**src/rtl/game_ctrl_if.sv**
```systemverilog
// Snake game controller bus: mode enum package plus the interface carrying
// game events in and screen/score state out.
package snake_pkg;
    typedef enum logic [1:0] {
        MODE_MENU = 2'd0,
        MODE_GAME = 2'd1,
        MODE_END  = 2'd2
    } mode_t;
endpackage

interface game_ctrl_if #(
    parameter int unsigned SCORE_W = 8
);
    logic                 tick;
    logic                 left;
    logic                 right;
    logic                 collision;
    logic                 food;
    snake_pkg::mode_t     mode;
    logic                 move_en;
    logic                 map_clr;
    logic [1:0]           count;
    logic [SCORE_W-1:0]   score;
    logic [SCORE_W-1:0]   best;

    modport master (
        output tick, left, right, collision, food,
        input  mode, move_en, map_clr, count, score, best
    );

    modport slave (
        input  tick, left, right, collision, food,
        output mode, move_en, map_clr, count, score, best
    );
endinterface

```
**src/rtl/game_ctrl.sv**
```systemverilog
// Snake game sequencer: menu, countdown, run, pause and game-over handling,
// with score/best tracking and edge-detected mouse buttons.
module game_ctrl
    import snake_pkg::*;
#(
    parameter int unsigned COUNT_TICKS = 3,
    parameter int unsigned SCORE_W     = 8
) (
    input  logic         clk,
    input  logic         rst,
    game_ctrl_if.slave   bus
);

    typedef enum logic [2:0] {
        S_MENU      = 3'd0,
        S_COUNTDOWN = 3'd1,
        S_RUN       = 3'd2,
        S_PAUSE     = 3'd3,
        S_OVER      = 3'd4
    } state_t;

    localparam logic [SCORE_W-1:0] SCORE_MAX  = '1;
    localparam logic [1:0]         COUNT_INIT = 2'(COUNT_TICKS);

    state_t               r_state;
    state_t               w_next_state;
    logic                 r_left_q;
    logic                 r_right_q;
    mode_t                r_mode;
    logic                 r_move_en;
    logic                 r_map_clr;
    logic [1:0]           r_count;
    logic [SCORE_W-1:0]   r_score;
    logic [SCORE_W-1:0]   r_best;

    mode_t                w_mode;
    logic                 w_move_en;
    logic                 w_map_clr;
    logic [1:0]           w_count;
    logic [SCORE_W-1:0]   w_score;
    logic [SCORE_W-1:0]   w_best;
    logic                 w_press_l;
    logic                 w_press_r;

    // Button history resets high so a button held through reset is not a press
    assign w_press_l = bus.left  & ~r_left_q;
    assign w_press_r = bus.right & ~r_right_q;

    always_ff @(posedge clk or posedge rst) begin
        if (rst) begin
            r_state   <= S_MENU;
            r_left_q  <= 1'b1;
            r_right_q <= 1'b1;
            r_mode    <= MODE_MENU;
            r_move_en <= 1'b0;
            r_map_clr <= 1'b0;
            r_count   <= 2'd0;
            r_score   <= '0;
            r_best    <= '0;
        end else begin
            r_state   <= w_next_state;
            r_left_q  <= bus.left;
            r_right_q <= bus.right;
            r_mode    <= w_mode;
            r_move_en <= w_move_en;
            r_map_clr <= w_map_clr;
            r_count   <= w_count;
            r_score   <= w_score;
            r_best    <= w_best;
        end
    end

    always_comb begin
        w_next_state = r_state;
        case (r_state)
            S_MENU: begin
                if (w_press_l) w_next_state = S_COUNTDOWN;
            end
            S_COUNTDOWN: begin
                if (w_press_r)                         w_next_state = S_MENU;
                else if (bus.tick && r_count == 2'd1)  w_next_state = S_RUN;
            end
            S_RUN: begin
                if (bus.collision)  w_next_state = S_OVER;
                else if (w_press_r) w_next_state = S_PAUSE;
            end
            S_PAUSE: begin
                if (w_press_l)      w_next_state = S_MENU;
                else if (w_press_r) w_next_state = S_RUN;
            end
            S_OVER: begin
                if (w_press_l)      w_next_state = S_COUNTDOWN;
                else if (w_press_r) w_next_state = S_MENU;
            end
            default: w_next_state = S_MENU;
        endcase
    end

    // Outputs are computed for the next state so they register on the transition edge
    always_comb begin
        w_map_clr = 1'b0;
        w_count   = r_count;
        w_score   = r_score;
        w_best    = r_best;
        w_mode    = MODE_MENU;
        w_move_en = 1'b0;
        case (r_state)
            S_MENU, S_OVER: begin
                if (w_next_state == S_COUNTDOWN) begin
                    w_map_clr = 1'b1;
                    w_count   = COUNT_INIT;
                    w_score   = '0;
                end
            end
            S_COUNTDOWN: begin
                if (w_press_r)     w_count = 2'd0;
                else if (bus.tick) w_count = r_count - 2'd1;
            end
            S_RUN: begin
                if (bus.collision) begin
                    if (r_score > r_best) w_best = r_score;
                end else if (bus.food && r_score != SCORE_MAX) begin
                    w_score = r_score + SCORE_W'(1);
                end
            end
            S_PAUSE: begin
                w_count = r_count;
            end
            default: begin
                w_count = 2'd0;
            end
        endcase

        w_move_en = (w_next_state == S_RUN);
        case (w_next_state)
            S_COUNTDOWN, S_RUN, S_PAUSE: w_mode = MODE_GAME;
            S_OVER:                      w_mode = MODE_END;
            default:                     w_mode = MODE_MENU;
        endcase
    end

    assign bus.mode    = r_mode;
    assign bus.move_en = r_move_en;
    assign bus.map_clr = r_map_clr;
    assign bus.count   = r_count;
    assign bus.score   = r_score;
    assign bus.best    = r_best;

endmodule

```
**src/flat_wrapper.sv**
```systemverilog
// flat-port wrapper written by rule: the top's interface ports become plain ports
module game_ctrl_flat import snake_pkg::*;
#(
    parameter int unsigned COUNT_TICKS = 3,
    parameter int unsigned SCORE_W     = 8
)
  (clk, rst, bus_tick, bus_left, bus_right, bus_collision, bus_food, bus_mode, bus_move_en, bus_map_clr, bus_count, bus_score, bus_best);
  game_ctrl_if #(.SCORE_W(SCORE_W)) bus_i ();
  input  logic clk;
  input  logic rst;
  input wire logic [$bits(bus_i.tick)-1:0] bus_tick;
  input wire logic [$bits(bus_i.left)-1:0] bus_left;
  input wire logic [$bits(bus_i.right)-1:0] bus_right;
  input wire logic [$bits(bus_i.collision)-1:0] bus_collision;
  input wire logic [$bits(bus_i.food)-1:0] bus_food;
  output wire logic [$bits(bus_i.mode)-1:0] bus_mode;
  output wire logic [$bits(bus_i.move_en)-1:0] bus_move_en;
  output wire logic [$bits(bus_i.map_clr)-1:0] bus_map_clr;
  output wire logic [$bits(bus_i.count)-1:0] bus_count;
  output wire logic [$bits(bus_i.score)-1:0] bus_score;
  output wire logic [$bits(bus_i.best)-1:0] bus_best;
  assign bus_i.tick = bus_tick;
  assign bus_i.left = bus_left;
  assign bus_i.right = bus_right;
  assign bus_i.collision = bus_collision;
  assign bus_i.food = bus_food;
  assign bus_mode = bus_i.mode;
  assign bus_move_en = bus_i.move_en;
  assign bus_map_clr = bus_i.map_clr;
  assign bus_count = bus_i.count;
  assign bus_score = bus_i.score;
  assign bus_best = bus_i.best;
  game_ctrl #(.COUNT_TICKS(COUNT_TICKS), .SCORE_W(SCORE_W)) u_core (.clk(clk), .rst(rst), .bus(bus_i));
endmodule
```
**config.mk**
```make
export PLATFORM = sky130hd
export DESIGN_NAME = game_ctrl_flat
export DESIGN_NICKNAME = d
export VERILOG_FILES = /design/src/rtl/game_ctrl_if.sv /design/src/rtl/game_ctrl.sv /design/src/flat_wrapper.sv
export SDC_FILE = /design/constraint.sdc
export NUM_CORES = 1
export LEC_CHECK = 0
export CAP_MARGIN = 15
export CORE_MARGIN = 3
export CORE_UTILIZATION = 52
export DETAILED_ROUTE_END_ITERATION = 6
export GPL_TIMING_DRIVEN = 0
export MAX_ROUTING_LAYER = met4
export PLACE_DENSITY = 0.8
export SLEW_MARGIN = 40
export SYNTH_ARGS = -nofsm -noshare
export SYNTH_HDL_FRONTEND = slang
export SYNTH_SLANG_ARGS = --single-unit
```
**constraint.sdc**
```tcl
create_clock -name clk -period 4.5 [get_ports clk]
set_input_delay 1.35 -clock clk [delete_from_list [all_inputs] [get_ports clk]]
set_output_delay 1.35 -clock clk [all_outputs]
set_load 0.01 [all_outputs]
```
==> impl_metrics.ini <==
[routing]
wl_per_cell_um = 14.15
totalWireLength_um = 2944
detail_route.first_pass.iterations = 4
num_vias = 1196
drt_iter0_drc = 37
drt_drc_violations_left = 0
ant_nets = 0
via_per_inst = 5.750

[synthesis]
synthDominantAreaCellType = dfrtp_1
post_synth.cell_area_avg_um2 = 10.21
synth_top_area_share = 0.4198
ys_async_sr_fraction = 1.000
synth_fa_ha_area_frac = 0.08396
post_synthesis_register_bit_count = 27
synth_nets = 163
synth.yosys.seq_area_share = 0.4551
main_combinational_cell_family_by_area_after_synthesis = compound AO/OA/AOI/OAI gates
synth_area_in_compound_gates = 0.1763
synth.cell_area_um2 = 1490
postSynthCellCount = 146
synth.area.mux_share = 0.06045
synth-main-ff-cell = dfrtp_1
yosys_warnings = 0
synth_edf_count = 0
most_area_consuming_cells_after_synthesis = dfrtp_1 (42%), ha_1 (8.4%), mux2_2 (6.0%), dfstp_2 (3.5%), inv_1 (2.8%)
area_share_of_xor_xnor_cells_in_the_synthesized_design = 0
synthSimpleGateAreaFrac = 0.1746
synth.distinct_cells = 41

[cts]
cts_inserted_buffers = 3
numClockSinks = 27
ctsLongestPathBuffers = 2
ctsHoldBuffers = 0
tritoncts = built
cts-root-buf = clkbuf_4
worst_setup_hold_path_clk_slew_ns = 0.14
clkLatencyLatePin_ns = 0.32
cts_resized = 0
cts.repair_timing.setup_buffer_count = 0
clock_tree.htree_level_count = 1

[pwr]
peak_ir_drop_on_the_vdd_network_mv = 0.2560
p_switching_uw = 170.6
post-layout-total-power_uw = 548.8
netSwitchingFraction = 0.3109
power.internal_uw = 378.2
power_frac_seq = 0.517
leakage_nw = 0.8164
p_comb_frac = 0.295
pwr_density_cell_nw_per_um2 = 299.2
clock_power_share = 0.187

[timing]
worst_hold_slack_ns = 0.5539
worst_slew_slack_as_a_fraction_of_its_limit = 0.6341
setup_violations = 0
final_min_period_over_clock_period = 0.6168
tightestPinTransition_ns = 0.5481
fin_crit_ns = 2.776
final.setup.worst_slack_ns = 1.724
final_hold_viol_count = 0
report.final.slew_viol_count = 0
finalClockSkew_ns = 0.008911
totalNegativeSetupSlack_ns = 0
achievable-frequency_mhz = 360.3
rsz0062_at_grt = false

[layout]
drive_gt1_frac = 0.1404
flow.area_growth_from_synthesis_pct = 23.09
layout.cell_area.non_filler_um2 = 1834
final_util = 0.7082
finalNonFillerCells = 208
antenna_cells_inserted = 0
nNetsFinal = 196

[floorplanning]
row_count = 18
die_w_um = 59.53
floorplan.core_area_um2 = 2590
area_of_the_die_um2 = 3544
dieHeight_um = 59.53
start_util = 0.5754
design.portCount = 29

[placement]
gp_congestion = 0.8339
post-dp-hpwl_um = 2271
dp_cells = 204
pre_cts_ws_ns = 1.388
dpl_cell_area_um2 = 1808
port_buffers = 28

[global_route]
global_route.overflow_total = 0
antenna_found_initial = 0
globalRouteTotalUtil = 0.1942
global_route_wire_length_before_repair_um = 5099
grt_start_max_net_pins = 28
via_count_of_the_first_global_routing_pass = 1177

[status]
run_status = finished clean

[flow_run]
max_cap_violations = 0

[setup_path]
ff2ff_path_depth = 6
critical_path_buf_inv_count = 1
worst_ep_required_time_ns = 3.15
critPathMaxFanout = 9
crit-reg2reg-launch = u_core.bus.score[3]
critical_path_start = u_core.bus.score[4]
path_cells = clkdlybuf4s50_1
criticalPathCategory = flip-flop to primary output
worst-endpoint-arrival_ns = 1.43
cp_max_stage_cell = clkdlybuf4s50_1
cpPeakStageDelay_ns = 0.59
largest_delay_contributor_family_on_the_critical_path = buffers and inverters
r2r_setup_slack_ns = 2.37
critPathCaptureType = primary output
regToRegEndpoint = u_core.bus.best[4]
setup.worst_path.start_class = flip-flop

[hold_path]
min-delay-path-class = flip-flop to flip-flop
holdPathStages = 1
min_delay_worst_endpoint = u_core.bus.best[6]
timing.hold.worst.start = u_core.bus.best[6]
## worst max path at each step
stage                                endpoint  cells past startpoint
final                            bus_score[4]                      1
after global routing             bus_score[4]                      1
after CTS                        bus_score[4]                      1
after detailed placement  u_core.bus.score[7]                      7
after global placement    u_core.bus.score[7]                      7
after floorplan           u_core.bus.score[7]                      6
## per-layer routing
metal,GRT usage,wire length (µm)
met3,0.01961,125
met5,-,0
met2,0.3323,1486
met1,0.2386,1307
met4,0.06646,26
## flip-flops by register name, indices dropped and copies added, names as in the netlist
signal and count:
u_core.bus.best 8, u_core.bus.count 2, u_core.bus.map_clr 1, u_core.bus.mode 2, u_core.bus.move_en 1, u_core.bus.score 8
u_core.r_left_q 1, u_core.r_right_q 1, u_core.r_state 3
## area by class of cell
class,count,area [µm²]
Sequential cell,27,678.2
Tap cell,30,37.54
Clock buffer,4,26.28
Inverter,11,41.29
Fill cell,193,755.7
Timing Repair Buffer,28,280.3
Multi-Input combinational cell,104,738.2
Buffer,4,32.53
## power groups by stage
| stage | combinational (mW) | sequential (mW) | clock (mW) |
|---|---|---|---|
| final | 0.162 | 0.284 | 0.103 |
| after global routing | 0.182 | 0.287 | 0.117 |
| after CTS | 0.163 | 0.284 | 0.107 |
| after floorplan | 0.0906 | 0.294 | 0 |
| after global placement | 0.157 | 0.286 | 0 |
| after detailed placement | 0.163 | 0.288 | 0 |
## Yosys cell counts (all sizes together), types with 3 or more instances
cell type	instances
nand3	7
a21o	3
ha	10
mux2	8
inv	11
and3	3
a21oi	7
buf	3
dfrtp	25
a31oi	4
nand2	11
o21ai	13
nor2	10
nor2b	3
## kinds of logic after synthesis
family / after synthesis
simple gates: 47
buf+inv: 15
fa+ha+maj: 10
compound gates: 39
flops: 27
mux: 8
## layout by cell type (no fill, tap or decap), types with 4 or more instances in the layout
cell and n:
o21ai_0 5, ha_1 10, a21oi_1 6, nor2_1 10
o21ai_1 7, nand3_1 7, dfrtp_1 25, a31oi_1 4
mux2_2 8, nand2_1 10, inv_1 10, clkdlybuf4s50_1 28
Note: power is estimated with default switching activity, not from simulation.
